<file path="src/rtl/mod_unit_if.sv">
// Requester-facing bundle of the divider: start/operands in, ready/done/results out.
// The master modport is the requester side; the slave modport is the divider.
interface mod_unit_if #(
  parameter int WIDTH = 32
);
  logic             start;
  logic             signed_mode;
  logic [WIDTH-1:0] a;
  logic [WIDTH-1:0] b;
  logic             ready;
  logic             done;
  logic [WIDTH-1:0] quotient;
  logic [WIDTH-1:0] remainder;
  logic             div_by_zero;

  modport master (
    output start, signed_mode, a, b,
    input  ready, done, quotient, remainder, div_by_zero
  );

  modport slave (
    input  start, signed_mode, a, b,
    output ready, done, quotient, remainder, div_by_zero
  );
endinterface

</file>
<file path="src/rtl/mod_unit.sv">
// Restoring radix-2 divider/modulo, signed or unsigned; latency WIDTH+1 (1 on divide-by-zero).
// Backpressure: start is taken only while ready=1; requests while busy are dropped, not queued.
module mod_unit #(
  parameter int WIDTH = 32
) (
  input logic       clk,
  input logic       reset,
  mod_unit_if.slave bus
);
  localparam int CW = $clog2(WIDTH);

  typedef enum logic [1:0] {IDLE, RUN, FIX} state_t;

  state_t           state, state_nxt;
  logic [CW-1:0]    cnt;
  logic [WIDTH-1:0] rem, dvd, dvs;
  logic             q_neg, r_neg, dbz;
  logic             ready_c, accept, fix_c;
  logic [WIDTH-1:0] a_mag, b_mag;
  logic [WIDTH:0]   shifted, trial;
  logic             done_q, dbz_q;
  logic [WIDTH-1:0] quot_q, rem_q;
  logic             b_zero;

  assign b_zero  = (bus.b == '0);
  assign a_mag   = (bus.signed_mode && bus.a[WIDTH-1]) ? -bus.a : bus.a;
  assign b_mag   = (bus.signed_mode && bus.b[WIDTH-1]) ? -bus.b : bus.b;
  // Quotient bits accumulate in dvd as the dividend bits shift out of its top.
  assign shifted = {rem, dvd[WIDTH-1]};
  assign trial   = shifted - {1'b0, dvs};

  always_ff @(posedge clk or negedge reset) begin
    if (!reset) state <= IDLE;
    else        state <= state_nxt;
  end

  always_comb begin
    state_nxt = state;
    case (state)
      IDLE:    if (bus.start) state_nxt = b_zero ? FIX : RUN;
      RUN:     if (cnt == '0) state_nxt = FIX;
      FIX:     state_nxt = IDLE;
      default: state_nxt = IDLE;
    endcase
  end

  always_comb begin
    ready_c = (state == IDLE);
    accept  = ready_c && bus.start;
    fix_c   = (state == FIX);
  end

  always_ff @(posedge clk or negedge reset) begin
    if (!reset) begin
      cnt    <= '0;
      rem    <= '0;
      dvd    <= '0;
      dvs    <= '0;
      q_neg  <= 1'b0;
      r_neg  <= 1'b0;
      dbz    <= 1'b0;
      done_q <= 1'b0;
      dbz_q  <= 1'b0;
      quot_q <= '0;
      rem_q  <= '0;
    end else begin
      done_q <= fix_c;
      if (accept) begin
        dbz   <= b_zero;
        q_neg <= bus.signed_mode && !b_zero && (bus.a[WIDTH-1] ^ bus.b[WIDTH-1]);
        r_neg <= bus.signed_mode && !b_zero && bus.a[WIDTH-1];
        // On divide-by-zero the raw dividend is parked here and returned untouched.
        dvd   <= b_zero ? bus.a : a_mag;
        dvs   <= b_mag;
        rem   <= '0;
        cnt   <= CW'(WIDTH - 1);
      end else if (state == RUN) begin
        rem <= trial[WIDTH] ? shifted[WIDTH-1:0] : trial[WIDTH-1:0];
        dvd <= {dvd[WIDTH-2:0], ~trial[WIDTH]};
        cnt <= cnt - 1'b1;
      end
      if (fix_c) begin
        dbz_q  <= dbz;
        quot_q <= dbz ? '1  : (q_neg ? -dvd : dvd);
        rem_q  <= dbz ? dvd : (r_neg ? -rem : rem);
      end
    end
  end

  assign bus.ready       = ready_c;
  assign bus.done        = done_q;
  assign bus.quotient    = quot_q;
  assign bus.remainder   = rem_q;
  assign bus.div_by_zero = dbz_q;
endmodule

</file>
<file path="src/flat_wrapper.sv">
// flat-port wrapper written by rule: the top's interface ports become plain ports
module mod_unit_flat 
#(
  parameter int WIDTH = 32
)
  (clk, reset, bus_start, bus_signed_mode, bus_a, bus_b, bus_ready, bus_done, bus_quotient, bus_remainder, bus_div_by_zero);
  mod_unit_if #(.WIDTH(WIDTH)) bus_i ();
  input logic clk;
  input logic reset;
  input wire logic [$bits(bus_i.start)-1:0] bus_start;
  input wire logic [$bits(bus_i.signed_mode)-1:0] bus_signed_mode;
  input wire logic [$bits(bus_i.a)-1:0] bus_a;
  input wire logic [$bits(bus_i.b)-1:0] bus_b;
  output wire logic [$bits(bus_i.ready)-1:0] bus_ready;
  output wire logic [$bits(bus_i.done)-1:0] bus_done;
  output wire logic [$bits(bus_i.quotient)-1:0] bus_quotient;
  output wire logic [$bits(bus_i.remainder)-1:0] bus_remainder;
  output wire logic [$bits(bus_i.div_by_zero)-1:0] bus_div_by_zero;
  assign bus_i.start = bus_start;
  assign bus_i.signed_mode = bus_signed_mode;
  assign bus_i.a = bus_a;
  assign bus_i.b = bus_b;
  assign bus_ready = bus_i.ready;
  assign bus_done = bus_i.done;
  assign bus_quotient = bus_i.quotient;
  assign bus_remainder = bus_i.remainder;
  assign bus_div_by_zero = bus_i.div_by_zero;
  mod_unit #(.WIDTH(WIDTH)) u_core (.clk(clk), .reset(reset), .bus(bus_i));
endmodule
</file>
<file path="config.mk">
export PLATFORM = sky130hd
export DESIGN_NAME = mod_unit_flat
export DESIGN_NICKNAME = d
export VERILOG_FILES = /design/src/rtl/mod_unit_if.sv /design/src/rtl/mod_unit.sv /design/src/flat_wrapper.sv
export SDC_FILE = /design/constraint.sdc
export NUM_CORES = 1
export LEC_CHECK = 0
export ABC_AREA = 1
export CAP_MARGIN = 25
export CORE_ASPECT_RATIO = 1.1
export CORE_MARGIN = 2
export CORE_UTILIZATION = 25
export DETAILED_ROUTE_END_ITERATION = 8
export HOLD_SLACK_MARGIN = 0.12
export PLACE_DENSITY = 0.53
export RECOVER_POWER = 100
export SYNTH_ARGS = -nofsm -noshare
export SYNTH_HDL_FRONTEND = slang
export SYNTH_SLANG_ARGS = --single-unit
</file>
<file path="constraint.sdc">
create_clock -name clk -period 2.75 [get_ports clk]
set_input_delay 0.275 -clock clk [delete_from_list [all_inputs] [get_ports clk]]
set_output_delay 0.275 -clock clk [all_outputs]
set_load 0.005 [all_outputs]
</file>
==> flow_summary.yaml <==
floorplanning:
  core_area_sq_mm: 0.0524
  die_w_microns: 223
  pin_count: 135
  rows: 88
  die_area_sq_mm: 0.0548
  floorplan.initialDensity_pct: 25.3
  die_h_microns: 245
power:
  powerDensity_mw_per_mm2: 1350
  p_leak_nw: 8.11
  power_mw: 21.8
  vdd_drop_max_mv: 0.532
clock_tree:
  cts_tree: "built"
  numClockSinks: 172
  h-tree-depth: 4
  clk_pin_slew_ns: 0.08
  numCtsBuffers: 17
  cts.path.max_buffers: 2
  root_buffer: "clkbuf_16"
  clk_latency_ns: 0.47
timing:
  relSlewSlack_pct: -38.5
  setup_viol: 0
  fin_setup_tns_ns: 0
  hold_violations: 0
  fin_crit_sh_pct: 92.7
  skew_ns: 0.0119
  report.final.slew_viol_count: 116
  max_freq_mhz: 392
  fin_worst_hold_slack_ns: 0.476
  period_needed_ns: 2.55
  worst_pin_slew_ns: 2.08
  rsz0062_at_grt: "no"
worst_setup_path:
  cp.arrival_ns: 2.90
  crit_fanout: 19
  worst_path_dominant_cell_family: "simple AND/OR/NAND/NOR gates"
  cp_cell_sequence: "inv_1 -> ha_1 -> fa_1 -> inv_1 -> nand2_1 -> nand2_1 -> nand3_1 -> nand2_2 -> nand2_2 -> nand2_2 -> nand2_2 -> nand2_4 -> nand2_8 -> nand2_4 -> nand2_1 -> nand3_1 -> nand2_1"
  worst_path_largest_cell_delay_ns: 0.42
  worst-setup-path-type: "reg2reg"
  crit_path_end_kind: "flop"
  crit_slowest_cell: "dfrtp_1"
  crit_buf_inv: 2
  critical_path_required_ns: 3.10
  start_kind: "flop"
run:
  drv_cap: 2
hold_path:
  worstHoldPathType: "in2reg"
detailed_routing:
  routed_wl_microns: 49700
  drtIter0Drc: 1182
  vias_per_cell: 4.79
  ant_nets: 0
  drc: 0
  first_pass_iters: 6
  vias: 14013
  avgRoutedWirePerCell_microns: 17.0
yosys:
  ys_seq_area_share_pct: 32.5
  avgSynthCellArea_sq_um: 6.32
  ys_ff_latch: 172
  synth_edf_count: 0
  ys.flop_type: "dfrtp_1"
  syn-num-nets: 2203
  syn-cell-area_sq_mm: 0.0132
  synth-async-reset-ratio_pct: 100
  synthCells: 2096
  ys_warn_count: 0
  yosysUniqueCellTypes: 47
place:
  gp_congestion: 0.901
  hpwl_microns: 40100
  place_area_sq_mm: 0.0156
  placedCellCount: 2894
  io_buffers: 134
global_route:
  grt-ovfl-total: 0
  gr-max-usage-layer: "met2"
  gr-usage-all-layers_pct: 18.3
  grtUsageMet3_pct: 2.65
  grt_pass1_vias: 13238
  grt_first_pass_wirelength_microns: 78100
  grt_max_degree: 77
  grtUsageMet2_pct: 29.1
  grtUsageMet1_pct: 26.1
  antenna_found_initial: 1
finish:
  drive_above_1_share_pct: 5.59
  final_area_sq_mm: 0.0161
  fin_cells: 2928
  num_antenna_cells: 0
  nets: 2347
  area.growth.synth_to_final_pct: 21.9
outcome:
  status: "complete, but fails checks"
  violations: "capacitance limit, slew limit"
[kinds of logic after synthesis]
group | Yosys count | share of synthesized area, %
AOI/OAI and AO/OA | 234 | 10.4
buffers and inverters | 384 | 11.2
adders and majority gates | 39 | 3.74
xor gates and xnor gates | 37 | 2.45
DFF | 172 | 32.5
and+or+nand+nor | 1230 | 39.8
[registers in the layout, indices dropped and copies added, names as in the netlist]
name	cells
u_core.bus.div_by_zero	1
u_core.bus.done	1
u_core.bus.quotient	32
u_core.bus.remainder	32
u_core.cnt	5
u_core.dbz	1
u_core.dvd	32
u_core.dvs	32
u_core.q_neg	1
u_core.r_neg	1
u_core.rem	32
u_core.state	2
[synth_stat cells (3+ instances only)]
cell / number / area share (%)
nand2_1: 662 / 19
inv_1: 319 / 9.0
nand3_1: 264 / 10
nor2_1: 189 / 5.4
dfrtp_1: 172 / 32
o21ai_0: 101 / 3.8
a21oi_1: 46 / 1.7
ha_1: 38 / 3.6
clkbuf_1: 32 / 0.91
nor3_1: 27 / 1.0
xor2_1: 27 / 1.8
nand4_1: 22 / 1.0
nand3b_1: 19 / 1.1
o211ai_1: 19 / 1.1
buf_2: 16 / 0.60
o22ai_1: 15 / 0.71
nand2_2: 14 / 0.66
a31oi_1: 11 / 0.52
buf_1: 11 / 0.31
o221ai_1: 11 / 0.73
nor2_2: 10 / 0.47
xnor2_1: 10 / 0.66
or2_2: 9 / 0.42
o21bai_1: 8 / 0.45
a22oi_1: 7 / 0.40
a21o_1: 3 / 0.17
nor4_1: 3 / 0.14
o31ai_1: 3 / 0.17
[final timing paths]
| path | from | endpoint | slack, ns | cells past startpoint |
|---|---|---|---|---|
| worst max register to register | u_core.dvd[31] | u_core.rem[4] | 0.20 | 17 |
| max in group asynchronous | reset | u_core.rem[4] | 0.42 | 3 |
| worst min-delay path | bus_a[2] | u_core.dvd[2] | 0.48 | 4 |
| min in group asynchronous | reset | u_core.bus.remainder[6] | 0.97 | 2 |
| worst min register to register | u_core.dvs[22] | u_core.dvs[22] | 0.49 | 2 |
| worst max-delay path | u_core.dvd[31] | u_core.rem[4] | 0.20 | 17 |
[placed cells by master (no fill, tap or decap), types with 6 or more instances in the layout]
master | netlist | routed
clkbuf_2 | 0 | 6
a31oi_1 | 11 | 11
xor2_1 | 27 | 27
o211ai_1 | 19 | 19
ha_1 | 38 | 38
nand3_1 | 264 | 263
nor2_1 | 189 | 190
o22ai_1 | 15 | 15
o21bai_1 | 8 | 7
a21oi_1 | 46 | 46
inv_1 | 319 | 319
or2_2 | 9 | 9
nor3_1 | 27 | 27
a22oi_1 | 7 | 7
clkbuf_16 | 0 | 17
nor2_2 | 10 | 7
nand4_1 | 22 | 23
clkdlybuf4s50_1 | 0 | 64
buf_4 | 2 | 43
nand3b_1 | 19 | 19
xnor2_1 | 10 | 10
o221ai_1 | 11 | 11
nand2_2 | 14 | 10
dfrtp_1 | 172 | 172
dlygate4sd3_1 | 0 | 70
o21ai_0 | 101 | 101
nand2_1 | 662 | 663
[per-layer routing]
layer  share of wire, %  wire length, microns
met5                  0                     0
met2                 45                 22400
met3                5.3                  2620
met1                 48                 23900
met4                1.7                   846
[stage by stage]
stage / setup slack [ns] / util [%]
final: 0.201 / 30.8
after global routing: 0.0142 / 30.8
after CTS: 0.0608 / 30.9
after detailed placement: 0.0934 / 29.7
after global placement: 0.170 / 29.7
after floorplan: 0.571 / -
[worst reg2reg max path, cell delays in order (launching register included)]
cell,delay [ns]
dfrtp_1,0.42
inv_1,0.09
ha_1,0.21
fa_1,0.40
inv_1,0.10
nand2_1,0.07
nand2_1,0.10
nand3_1,0.09
nand2_2,0.10
nand2_2,0.06
nand2_2,0.07
nand2_2,0.09
nand2_4,0.12
nand2_8,0.11
nand2_4,0.20
nand2_1,0.10
nand3_1,0.08
nand2_1,0.05
[report_power, final]
| part | internal, mW | leakage, nW | total (mW) | switching (mW) |
|---|---|---|---|---|
| Clock | 1.28 | 0.273 | 2.49 | 1.21 |
| Combinational | 5.11 | 5.75 | 14.0 | 8.94 |
| Sequential | 3.83 | 2.09 | 5.24 | 1.41 |
| Total | 10.2 | 8.11 | 21.8 | 11.6 |
[repair_timing]
action,CTS,global route
buffers inserted,0,1
hold buffers,1,0
setup endpoints to repair,0,29
hold endpoints to repair,72,0
gates resized for setup,0,7
[cell type report]
cell class | instances | area, sq um
fillers | 5860 | 36300
repair buffers | 188 | 1720
inverters | 321 | 1200
flip-flops and latches | 172 | 4300
multi-input cells | 1540 | 7480
clock inverters | 15 | 160
clock buffers | 17 | 425
well taps | 675 | 845
Note: power is estimated with default switching activity, not from simulation.
